===== src/rtl/if_fetch_ctrl_if.sv =====
// ---------------------------------------------------------------------------
// if_fetch_ctrl_if
//   Instruction-memory request/grant/response bus used by the IF fetch
//   sequencer. One request is outstanding at a time; the response arrives
//   on IMem_Rvalid some cycles after the grant.
//
//   IMem_Req     fetch request (master -> slave)
//   IMem_Addr    word address of the fetch (master -> slave)
//   IMem_Gnt     request accepted this cycle (slave -> master)
//   IMem_Rvalid  read data valid (slave -> master)
//   IMem_Rdata   instruction word (slave -> master)
//
//   master : fetch sequencer side
//   slave  : instruction memory side
// ---------------------------------------------------------------------------
interface if_fetch_ctrl_if #(
  parameter int IMEM_ADDR_WIDTH = 10
) ();

  logic                       IMem_Req;
  logic [IMEM_ADDR_WIDTH-1:0] IMem_Addr;
  logic                       IMem_Gnt;
  logic                       IMem_Rvalid;
  logic [31:0]                IMem_Rdata;

  modport master (
    output IMem_Req,
    output IMem_Addr,
    input  IMem_Gnt,
    input  IMem_Rvalid,
    input  IMem_Rdata
  );

  modport slave (
    input  IMem_Req,
    input  IMem_Addr,
    output IMem_Gnt,
    output IMem_Rvalid,
    output IMem_Rdata
  );

endinterface


===== src/rtl/if_fetch_ctrl.sv =====
// ---------------------------------------------------------------------------
// if_fetch_ctrl
//   Instruction-fetch sequencer for the IF stage. Owns the program counter,
//   issues one instruction-memory request at a time, selects the next PC
//   (EX branch > ID jump > PC+4), squashes in-flight fetches on redirect and
//   holds one buffered instruction for the IF/ID register.
//
//   Clk                system clock, rising edge
//   Reset              synchronous, active-high
//   PC_Stall           downstream stall; IF output slot must hold
//   ID_Jump/ID_PC_dest               jump redirect from ID
//   EX_PC_Branch/EX_PC_Branch_dest   taken-branch redirect from EX
//   imem               instruction-memory bus (master side)
//   PC_Out             PC of the next fetch to issue
//   IF_Valid/IF_Instr/IF_PC          buffered instruction for IF/ID
// ---------------------------------------------------------------------------
module if_fetch_ctrl #(
  parameter logic [31:0] RESET_PC        = 32'h0000_0000,
  parameter int          IMEM_ADDR_WIDTH = 10
) (
  input  logic                  Clk,
  input  logic                  Reset,
  input  logic                  PC_Stall,
  input  logic                  ID_Jump,
  input  logic [31:0]           ID_PC_dest,
  input  logic                  EX_PC_Branch,
  input  logic [31:0]           EX_PC_Branch_dest,
  if_fetch_ctrl_if.master       imem,
  output logic [31:0]           PC_Out,
  output logic                  IF_Valid,
  output logic [31:0]           IF_Instr,
  output logic [31:0]           IF_PC
);

  localparam logic [31:0] NOP_INSTR = 32'h0000_0013;

  typedef enum logic [1:0] {
    S_IDLE = 2'd0,
    S_REQ  = 2'd1,
    S_WAIT = 2'd2
  } state_t;

  // Redirect targets are always word aligned.
  function automatic logic [31:0] align_word(input logic [31:0] addr);
    return addr & ~32'h0000_0003;
  endfunction

  state_t      state_q, state_d;
  logic [31:0] pc_q, pc_d;
  logic [31:0] fetch_pc_q, fetch_pc_d;
  logic        kill_q, kill_d;
  logic        if_valid_q, if_valid_d;
  logic [31:0] if_instr_q, if_instr_d;
  logic [31:0] if_pc_q, if_pc_d;

  logic        redirect;
  logic [31:0] redirect_tgt;
  logic        slot_free;
  logic        imem_req;
  logic        gnt_fire;

  always_comb begin
    redirect     = EX_PC_Branch | ID_Jump;
    redirect_tgt = EX_PC_Branch ? align_word(EX_PC_Branch_dest)
                                : align_word(ID_PC_dest);

    // A request may only go out if its response will have somewhere to land:
    // either the slot is empty or it is being consumed this cycle.
    slot_free = ~if_valid_q | ~PC_Stall;
    imem_req  = (state_q == S_REQ) & slot_free;
    gnt_fire  = imem_req & imem.IMem_Gnt;

    state_d    = state_q;
    pc_d       = pc_q;
    fetch_pc_d = fetch_pc_q;
    kill_d     = kill_q;
    if_instr_d = if_instr_q;
    if_pc_d    = if_pc_q;
    // Unstalled downstream consumes the slot unless refilled below.
    if_valid_d = if_valid_q & PC_Stall;

    case (state_q)
      S_IDLE: begin
        state_d = S_REQ;
      end
      S_REQ: begin
        if (gnt_fire) begin
          fetch_pc_d = pc_q;
          pc_d       = pc_q + 32'd4;
          state_d    = S_WAIT;
          // A fetch granted in a redirect cycle is on the wrong path.
          kill_d     = redirect;
        end
      end
      S_WAIT: begin
        if (imem.IMem_Rvalid) begin
          state_d = S_REQ;
          kill_d  = 1'b0;
          if (!kill_q && !redirect) begin
            if_valid_d = 1'b1;
            if_instr_d = imem.IMem_Rdata;
            if_pc_d    = fetch_pc_q;
          end
        end else if (redirect) begin
          kill_d = 1'b1;
        end
      end
      default: begin
        state_d = S_IDLE;
      end
    endcase

    // Redirect overrides the sequential PC and flushes the slot, stall or not.
    if (redirect) begin
      pc_d       = redirect_tgt;
      if_valid_d = 1'b0;
    end
  end

  // Control and visible output registers.
  always_ff @(posedge Clk) begin
    if (Reset) begin
      state_q    <= S_IDLE;
      pc_q       <= RESET_PC;
      kill_q     <= 1'b0;
      if_valid_q <= 1'b0;
      if_instr_q <= NOP_INSTR;
      if_pc_q    <= 32'h0000_0000;
    end else begin
      state_q    <= state_d;
      pc_q       <= pc_d;
      kill_q     <= kill_d;
      if_valid_q <= if_valid_d;
      if_instr_q <= if_instr_d;
      if_pc_q    <= if_pc_d;
    end
  end

  // PC of the outstanding fetch; only read when its response is accepted,
  // so it needs no reset.
  always_ff @(posedge Clk) begin
    fetch_pc_q <= fetch_pc_d;
  end

  assign imem.IMem_Req  = imem_req;
  assign imem.IMem_Addr = pc_q[IMEM_ADDR_WIDTH+1:2];

  assign PC_Out   = pc_q;
  assign IF_Valid = if_valid_q;
  assign IF_Instr = if_instr_q;
  assign IF_PC    = if_pc_q;

endmodule

===== src/flat_wrapper.sv =====
// flat-port wrapper written by rule: the top's interface ports become plain ports
module if_fetch_ctrl_flat 
#(
  parameter logic [31:0] RESET_PC        = 32'h0000_0000,
  parameter int          IMEM_ADDR_WIDTH = 10
)
  (Clk, Reset, PC_Stall, ID_Jump, ID_PC_dest, EX_PC_Branch, EX_PC_Branch_dest, PC_Out, IF_Valid, IF_Instr, IF_PC, imem_IMem_Req, imem_IMem_Addr, imem_IMem_Gnt, imem_IMem_Rvalid, imem_IMem_Rdata);
  if_fetch_ctrl_if #(.IMEM_ADDR_WIDTH(IMEM_ADDR_WIDTH)) imem_i ();
  input  logic Clk;
  input  logic Reset;
  input  logic PC_Stall;
  input  logic ID_Jump;
  input  logic [31:0] ID_PC_dest;
  input  logic EX_PC_Branch;
  input  logic [31:0] EX_PC_Branch_dest;
  output logic [31:0] PC_Out;
  output logic IF_Valid;
  output logic [31:0] IF_Instr;
  output logic [31:0] IF_PC;
  output wire logic [$bits(imem_i.IMem_Req)-1:0] imem_IMem_Req;
  output wire logic [$bits(imem_i.IMem_Addr)-1:0] imem_IMem_Addr;
  input wire logic [$bits(imem_i.IMem_Gnt)-1:0] imem_IMem_Gnt;
  input wire logic [$bits(imem_i.IMem_Rvalid)-1:0] imem_IMem_Rvalid;
  input wire logic [$bits(imem_i.IMem_Rdata)-1:0] imem_IMem_Rdata;
  assign imem_IMem_Req = imem_i.IMem_Req;
  assign imem_IMem_Addr = imem_i.IMem_Addr;
  assign imem_i.IMem_Gnt = imem_IMem_Gnt;
  assign imem_i.IMem_Rvalid = imem_IMem_Rvalid;
  assign imem_i.IMem_Rdata = imem_IMem_Rdata;
  if_fetch_ctrl #(.RESET_PC(RESET_PC), .IMEM_ADDR_WIDTH(IMEM_ADDR_WIDTH)) u_core (.Clk(Clk), .Reset(Reset), .PC_Stall(PC_Stall), .ID_Jump(ID_Jump), .ID_PC_dest(ID_PC_dest), .EX_PC_Branch(EX_PC_Branch), .EX_PC_Branch_dest(EX_PC_Branch_dest), .imem(imem_i), .PC_Out(PC_Out), .IF_Valid(IF_Valid), .IF_Instr(IF_Instr), .IF_PC(IF_PC));
endmodule

===== config.mk =====
export PLATFORM = sky130hd
export DESIGN_NAME = if_fetch_ctrl_flat
export DESIGN_NICKNAME = d
export VERILOG_FILES = /design/src/rtl/if_fetch_ctrl_if.sv /design/src/rtl/if_fetch_ctrl.sv /design/src/flat_wrapper.sv
export SDC_FILE = /design/constraint.sdc
export NUM_CORES = 1
export LEC_CHECK = 0
export CAP_MARGIN = 10
export CORE_UTILIZATION = 55
export CTS_BUF_LIST = sky130_fd_sc_hd__clkbuf_4
export DETAILED_ROUTE_END_ITERATION = 12
export DONT_BUFFER_PORTS = 1
export GPL_ROUTABILITY_DRIVEN = 0
export PLACE_DENSITY = 0.7
export SYNTH_ARGS = -nofsm -noshare
export SYNTH_HDL_FRONTEND = slang
export SYNTH_SLANG_ARGS = --single-unit

===== constraint.sdc =====
create_clock -name Clk -period 3.4 [get_ports Clk]
set_input_delay 0.68 -clock Clk [delete_from_list [all_inputs] [get_ports Clk]]
set_output_delay 0.68 -clock Clk [all_outputs]
set_load 0.05 [all_outputs]

==> results.json <==
{
  "status": "finished clean",
  "io_buffers": 0,
  "crit_path_end": "imem_IMem_Req",
  "layout_common_cells": "nand2_1, dfxtp_1, a21oi_1",
  "synth_cell_types": 57,
  "worst_setup_path_end_kind": "output port",
  "cts_resized": 0,
  "clock_latency_ps": 510,
  "cp_max_fo": 3,
  "synth_mux_area_frac": 0.009135,
  "numCtsBuffers": 17,
  "finalSetupTns_ps": 0,
  "regArea_um2": 2823,
  "worstSetupPathType": "flip-flop to output port",
  "crit_required_ps": 2720,
  "synth-seq-cells": 126,
  "synth_compound_area_frac": 0.1662,
  "drt-initial-drc-count": 326,
  "n_fill_cell": 875,
  "synth-simple-area-share": 0.2284,
  "arrival_ps": 1980,
  "start_util": 0.5631,
  "synthArstFlopShare": 0,
  "hold_viol": 0,
  "timing.fmax_ghz": 0.3755,
  "grt_pass1_vias": 3877,
  "final_antenna_net_count": 0,
  "fin_worst_skew_ps": 25.96,
  "synthAdderAreaFrac": 0.002284,
  "core.rowCount": 36,
  "diodes": 0,
  "hold_buffers": 0,
  "fin_crit_ps": 2663,
  "layout_commonest_cell": "nand2_1",
  "finalPower_w": 0.003111,
  "fin_nets": 719,
  "drive_above_1_share": 0.1210,
  "drc": 0,
  "synth_top_family_by_area": "simple AND/OR/NAND/NOR gates",
  "dr_wl_met3_um": 1536,
  "cts_tree": "built",
  "final_cell_count_no_fill": 761,
  "track_usage": 0.2553,
  "rr_startpoint": "u_core.IF_Valid$_SDFF_PP0_",
  "clkTransAtPathRegs_ps": 120,
  "synth_top_flop_cell": "dfxtp_1",
  "grt_pass1_wl_um": 19930,
  "vias_per_cell": 5.911,
  "coreArea_um2": 9729,
  "synth-warning-count": 0,
  "cts_max_path_buffers": 2,
  "startpoint_type": "flip-flop",
  "areaGrowthSynthToFinish_pct": 8.107,
  "rsz0062_at_grt": "no",
  "r2r_cells": 6,
  "slew_headroom": 0.2980,
  "drv_slew": 0,
  "vdd_drop_max_mv": 0.3146,
  "hold_ws_ps": 232.6,
  "antenna_found_initial": 0,
  "hold_path_class": "primary input to flip-flop",
  "grt_overflow": 0,
  "ios": 211,
  "clock-sinks": 126,
  "regToRegEndpoint": "u_core.PC_Out[23]$_SDFFE_PP0P_",
  "clockRootBuffer": "clkbuf_4",
  "tightest_slew_ps": 1053,
  "synth.avg_cell_area_um2": 8.866,
  "seq_area_frac_synth": 0.5152,
  "dieWidth_um": 101.8,
  "met2WireLength_um": 6413,
  "fin_crit_sh": 0.7833,
  "synth.cell_area_um2": 5479,
  "routedWlPerCell_um": 17.91,
  "cts_setup_buffers": 0,
  "ctsHtreeMaxLevel": 4,
  "power_density_nw_per_um2": 525.2,
  "grt_max_degree": 98,
  "p_leak_nw": 1.983,
  "num_vias": 4498,
  "top_layer": "met4",
  "dieArea_um2": 10370,
  "cap_violations": 0,
  "synth-edff-count": 30,
  "die_h_um": 101.8,
  "dp_hpwl_um": 9482,
  "syn_inst": 618,
  "final-setup-viol-count": 0,
  "r2r_slack_ps": 960,
  "wl_met1_um": 5479,
  "dr.pass1.iters": 5,
  "post-place-cells": 729,
  "multi_input_area_um2": 2357,
  "cp-startpoint": "u_core.IF_Valid$_SDFF_PP0_",
  "wl_um": 13630,
  "synth_xor_area_frac": 0.01918
}
per-stage QoR:
| stage | worst slack (ps) | instance area (um^2) | utilization |
|---|---|---|---|
| 2_1_floorplan | 763.0 | 5490 | - |
| 6_report | 736.7 | 5923 | 0.6088 |
| 3_3_place_gp | 888.5 | 5622 | 0.5778 |
| 5_1_grt | 669.7 | 5923 | 0.6088 |
| 4_1_cts | 690.2 | 5923 | 0.6088 |
| 3_5_place_dp | 836.1 | 5622 | 0.5778 |
cells in the mapped netlist, drive strengths merged, types with 2 or more instances:
library cell	number	share of area
inv	12	0.0082
o32a	3	0.0055
nand3b	3	0.0041
mux2i	5	0.0091
a31oi	9	0.010
dfxtp	96	0.35
nand4	11	0.016
and4	8	0.013
a311oi	2	0.0032
clkbuf	22	0.015
nand2	154	0.11
nand2b	6	0.0069
and2	4	0.0046
edfxtp	30	0.16
nor2	18	0.012
o22ai	14	0.016
o21ai	11	0.010
and3	3	0.0034
or3	3	0.0034
o32ai	3	0.0048
or4	3	0.0041
o21a	2	0.0027
o21bai	3	0.0041
a22oi	6	0.0082
buf	32	0.036
a211oi	9	0.013
a21oi	76	0.069
nor3	10	0.010
o211ai	4	0.0055
xnor2	11	0.018
nand3	17	0.016
nor4	12	0.021
worst min path at each step:
stage | start | to | slack [ps] | cells after the start
2_1_floorplan | u_core.fetch_pc_q[10]$_DFFE_PP_ | u_core.IF_PC[10]$_SDFFE_PP0P_ | 470 | 2
3_3_place_gp | u_core.fetch_pc_q[5]$_DFFE_PP_ | u_core.IF_PC[5]$_SDFFE_PP0P_ | 480 | 2
3_5_place_dp | u_core.fetch_pc_q[23]$_DFFE_PP_ | u_core.IF_PC[23]$_SDFFE_PP0P_ | 490 | 2
4_1_cts | Reset | u_core.IF_PC[19]$_SDFFE_PP0P_ | 180 | 1
5_1_grt | Reset | u_core.IF_PC[18]$_SDFFE_PP0P_ | 180 | 1
6_report | Reset | u_core.PC_Out[27]$_SDFFE_PP0P_ | 230 | 1
layer usage:
layer	GRT usage	vias to the layer above
met4	0.09341	0
met5	0	-
met1	0.3085	2049
met2	0.4220	251
li1	-	2176
met3	0.08960	22
power breakdown:
part           internal [W]  switching, W
clock              0.000520      0.000561
sequential          0.00159     0.0000830
combinational     0.0000960      0.000257
total               0.00221      0.000901
sequential cells by signal (all words and copies together), names as in the netlist:
| name | cells |
|---|---|
| u_core.PC_Out | 30 |
| u_core.kill_q | 1 |
| u_core.IF_Instr | 32 |
| u_core.fetch_pc_q | 30 |
| u_core.IF_Valid | 1 |
| u_core.IF_PC | 30 |
| u_core.state_q | 2 |
logic make-up (layout without fill, tap and decap cells):
logic type	after synthesis	in the layout
simple gates	257	257
mux	5	5
fa+ha+maj	1	1
flops	126	126
xor+xnor	12	12
compound gates	150	150
buf+inv	66	73
other cells	1	4
worst max-delay path, cell delays in order, from the launching register on:
cell and delay, ps:
dfxtp_1 510, and2_1 290, nor3_2 690
area by class of cell:
class / instances / share of cell area
flip-flops and latches: 126 / 0.4766
multi-input cells: 429 / 0.3980
repair buffers: 29 / 0.03887
clock inverters: 14 / 0.02809
well taps: 133 / 0.02809
clock buffers: 18 / 0.02281
inverters: 12 / 0.007605
Note: power is estimated with default switching activity, not from simulation.
